### src/rtl/apb_mem_slave.sv
// APB completer backed by a DEPTH-word register file; define APB_SLVERR_EN to add slverr for addr >= DEPTH.
// ready rises in the (WAIT_STATES+1)th enable cycle of ACCESS; enable=0 stalls, sel=0 aborts.
module apb_mem_slave #(
  parameter int DATA_WIDTH  = 32,
  parameter int DEPTH       = 32,
  parameter int WAIT_STATES = 0
) (
  input  logic                  clk,
  input  logic                  rstn,
  input  logic [31:0]           addr,
  input  logic [DATA_WIDTH-1:0] wr_data,
  input  logic                  wr,
  input  logic                  sel,
  input  logic                  enable,
  output logic                  ready,
  output logic [DATA_WIDTH-1:0] out_data
`ifdef APB_SLVERR_EN
  ,
  output logic                  slverr
`endif
);

  localparam int AW = $clog2(DEPTH);

  typedef enum logic {IDLE, ACCESS} state_t;

  state_t                state, state_nxt;
  logic [3:0]            cnt, cnt_nxt;
  logic [AW-1:0]         idx, cap_idx;
  logic                  cap_wr;
  logic                  cap_err;
  logic [DATA_WIDTH-1:0] cap_data;
  logic [DATA_WIDTH-1:0] mem [DEPTH];
  logic                  setup, commit, addr_err;

  assign idx = addr[AW-1:0];

`ifdef APB_SLVERR_EN
  assign addr_err = (addr >= 32'(DEPTH));
  assign slverr   = ready & cap_err;
`else
  // Upper address bits alias onto the low index bits.
  logic unused_addr_bits;
  assign unused_addr_bits = ^addr[31:AW];
  assign addr_err         = 1'b0;
`endif

  always_ff @(posedge clk or negedge rstn) begin
    if (!rstn) begin
      state <= IDLE;
      cnt   <= '0;
    end else begin
      state <= state_nxt;
      cnt   <= cnt_nxt;
    end
  end

  always_comb begin
    state_nxt = state;
    cnt_nxt   = cnt;
    ready     = 1'b0;
    setup     = 1'b0;
    commit    = 1'b0;
    case (state)
      IDLE: begin
        if (sel) begin
          setup     = 1'b1;
          cnt_nxt   = '0;
          state_nxt = ACCESS;
        end
      end
      ACCESS: begin
        if (!sel) begin
          state_nxt = IDLE;
          cnt_nxt   = '0;
        end else if (enable) begin
          if (cnt == 4'(WAIT_STATES)) begin
            ready     = 1'b1;
            commit    = cap_wr & ~cap_err;
            state_nxt = IDLE;
            cnt_nxt   = '0;
          end else begin
            cnt_nxt = cnt + 4'd1;
          end
        end
      end
      default: state_nxt = IDLE;
    endcase
  end

  // Setup and commit happen in different states, so they never collide on one edge.
  always_ff @(posedge clk or negedge rstn) begin
    if (!rstn) begin
      cap_idx  <= '0;
      cap_wr   <= 1'b0;
      cap_err  <= 1'b0;
      cap_data <= '0;
      out_data <= '0;
      for (int i = 0; i < DEPTH; i++) mem[i] <= '0;
    end else begin
      if (setup) begin
        cap_idx  <= idx;
        cap_wr   <= wr;
        cap_err  <= addr_err;
        cap_data <= wr_data;
        out_data <= addr_err ? '0 : mem[idx];
      end
      if (commit) mem[cap_idx] <= cap_data;
    end
  end

endmodule

### config.mk
export PLATFORM = sky130hd
export DESIGN_NAME = apb_mem_slave
export DESIGN_NICKNAME = d
export VERILOG_FILES = /design/src/rtl/apb_mem_slave.sv
export SDC_FILE = /design/constraint.sdc
export NUM_CORES = 2
export LEC_CHECK = 0
export ABC_CLOCK_PERIOD_IN_PS = 4800
export BUFFER_PORTS_ARGS = -buffer_cell sky130_fd_sc_hd__buf_2
export CAP_MARGIN = 20
export CELL_PAD_IN_SITES_DETAIL_PLACEMENT = 0
export CELL_PAD_IN_SITES_GLOBAL_PLACEMENT = 2
export CORE_MARGIN = 1.5
export CORE_UTILIZATION = 50
export DETAILED_ROUTE_END_ITERATION = 10
export PLACE_DENSITY_LB_ADDON = 0.1
export SYNTH_ARGS = -nofsm -noshare
export SYNTH_HDL_FRONTEND = slang
export SYNTH_SLANG_ARGS = --single-unit
### constraint.sdc
create_clock -name clk -period 4.8 [get_ports clk]
set_clock_uncertainty 0.15 [all_clocks]
set_input_delay 0.48 -clock clk [delete_from_list [all_inputs] [get_ports clk]]
set_output_delay 0.48 -clock clk [all_outputs]
set_load 0.01 [all_outputs]
==> flow_summary.ini <==
[route]
vias = 28900
ant_nets = 0
viasPerCell = 6.09
first_iter_violations = 2038
drt_first_pass_iters = 6
wl_per_cell_um = 28.3
remaining_drc_errors = 0
wl_um = 134000

[cells_and_area]
final_common_cell = dfrtp_1
fill_cells = 7573
seq_area_um2 = 27500
nets = 3441
multiInputGateArea_um2 = 20500
final_cell_mix = dfrtp_1 (1099), mux2_2 (1010), mux2i_1 (256)
drive_gt1_frac = 0.449
syn2layout_area_growth_pct = 13.0
fin_cells = 4749

[setup_path]
reg2reg_to = mem[118]
cp_slowest_cell = nand4_4
end_kind = register
worstPathMaxFanout = 25
required_ns = 5.22
path_cells = inv_1 -> ha_1 -> nor3b_2 -> and4_1 -> and4bb_1 -> nand4_4 -> buf_4 -> mux2_2
max_stage_delay_ns = 0.76
reg2reg_setup_slack_ns = 0.85
cp-start-kind = register
reg2reg_depth = 8
critPathKind = reg -> reg
crit-reg2reg-launch = cnt[0]
startpoint = cnt[0]
worstPathArrival_ns = 4.36

[min_path]
hp-start = addr[4]
whs_path_depth = 3
hold_end = out_data[31]
hold_class = in -> reg

[die]
num_rows = 114
start_util = 0.506
core_area_um2 = 97100
die_x_um = 317
die_h_um = 317
io_pins = 102
dieArea_um2 = 100000

[synthesis]
synth_top_cell_by_area = dfrtp_1
ys_seq_area_frac = 0.559
synth_top_area_share = 0.559
ys_warn_count = 0
synth_ff_type = dfrtp_1
syn_nets = 3422
ys_types = 45
async_flop_share = 1.00
synth_edf_count = 0
synth.top_cells.by_area = dfrtp_1 (56%), mux2_2 (23%), mux4_2 (5.9%)
syn_area_um2 = 49200
avgSynthCellArea_um2 = 14.7
netlist_instances = 3351
ys_ff_latch = 1099

[sta]
post-route-min-period_ns = 3.95
slew_viol_final = 0
fmax_ghz = 0.253
layout_worst_path_cycle_share = 0.822
slew_headroom = 0.236
tightest_slew_ns = 1.15
setup_viol = 0
hold_violations = 0
rsz0062_at_grt = no
tns_ns = 0

[placed_design]
dp.cells = 4483
portBuffers = 74
hpwlAfterDp_um = 77900
gp_congestion = 0.766

[global_route]
gr-total-overflow = 0
grt_use_total = 0.274
antenna_found_initial = 1
grt_pass1_vias = 31100
grt_start_max_net_pins = 127
grt_pass1_wl_um = 203000

[clock_network]
htreeDepth = 3
cts_tree = done
cts_root_buffer = clkbuf_16
clk_pin_slew_ns = 0.06
cts_buffers = 118
cts_num_sinks = 1099
clk_latency_ns = 0.70
clockBufferDepth = 3
postCtsSetupRepairBufs = 0

[power]
power.leakage_nw = 27.3
p_per_area_nw_per_um2 = 378
ir_worst_vdd_v = 0.000286

[outcome]
status = finished clean

[job]
max-cap-violations = 0
==> report_power, final <==
| part | internal [mW] | switching (mW) |
|---|---|---|
| combinational | 0.746 | 0.835 |
| clock | 5.44 | 3.70 |
| sequential | 9.74 | 0.556 |
| total | 15.9 | 5.09 |
==> logic make-up after synthesis <==
logic type / after synthesis / share of synthesized area
mux: 1408 / 0.345
flops: 1099 / 0.559
buf+inv: 326 / 0.0293
compound gates: 265 / 0.0411
simple gates: 250 / 0.0247
fa+ha+maj: 2 / 0.000509
xor+xnor: 1 / 0.000178
==> what timing repair did <==
item,in CTS,in global routing
hold buffers,39,0
endpoints found under the hold margin,120,0
resized for setup,0,0
==> through the flow <==
step	setup slack (ns)	hold slack [ns]	total power [mW]	cell area, um2	utilization
floorplan	2.32	0.0344	11.3	49200	-
global placement	0.947	0.318	11.9	51100	0.526
detailed placement	0.915	0.332	12.0	51100	0.526
CTS	0.902	0.256	21.2	55500	0.571
global route	0.776	0.313	21.8	55600	0.572
finish	0.854	0.295	21.0	55600	0.572
==> flip-flops by register name, summed over array words and instances, names as in the netlist <==
| register | count |
|---|---|
| cap_data | 32 |
| cap_idx | 5 |
| cap_wr | 1 |
| cnt | 4 |
| mem | 1024 |
| out_data | 32 |
| state | 1 |
==> synthesized netlist by cell type, types with 2 or more instances <==
cell type	number
ha_1	2
a32oi_1	28
o21ai_0	3
nand2b_1	2
nand3_1	64
mux4_2	128
a22oi_1	184
buf_4	8
a21o_1	28
buf_2	126
buf_1	13
inv_1	6
and2_1	2
nand3b_1	4
nand4b_4	3
mux2_1	14
a22o_1	6
clkbuf_1	168
o31ai_1	4
or3b_2	2
buf_6	4
nor2_1	29
a211oi_1	4
dfrtp_1	1099
a211o_1	3
nor2b_1	5
a21oi_1	3
nand2_1	125
mux2i_1	256
nand4_1	2
mux2_2	1010
nand4b_2	2
nor3_1	2
==> worst max-delay path by stage <==
stage / endpoint / cells past startpoint
3_3_place_gp: mem[121] / 8
5_1_grt: mem[118] / 8
3_5_place_dp: mem[118] / 8
2_1_floorplan: mem[193] / 9
4_1_cts: mem[118] / 8
6_report: mem[118] / 8
==> layout make-up <==
type	count	share of cell area
tap	1276	0.0287
clock inverter	27	0.00482
sequential	1099	0.495
multi-input combinational	1926	0.369
clock buffer	193	0.0665
timing repair buffer	219	0.0355
inverter	6	0.000405
antenna	3	0.000135
==> metal layers <==
layer,global-route usage,share of wire,wire length (um)
met5,0,0,0
met4,0.0710,0.026,3530
met3,0.0525,0.053,7060
met2,0.446,0.48,64300
met1,0.379,0.44,59400
==> worst max-delay path: cells and delay by family (launching register included) <==
family	cells	cell delay, ns
adder cells (fa/ha/maj)	1	0.14
buffers and inverters	2	0.59
flip-flops	1	0.43
multiplexers	1	0.30
AND/OR/NAND/NOR	4	2.20
(Power assumes the default switching activity.)
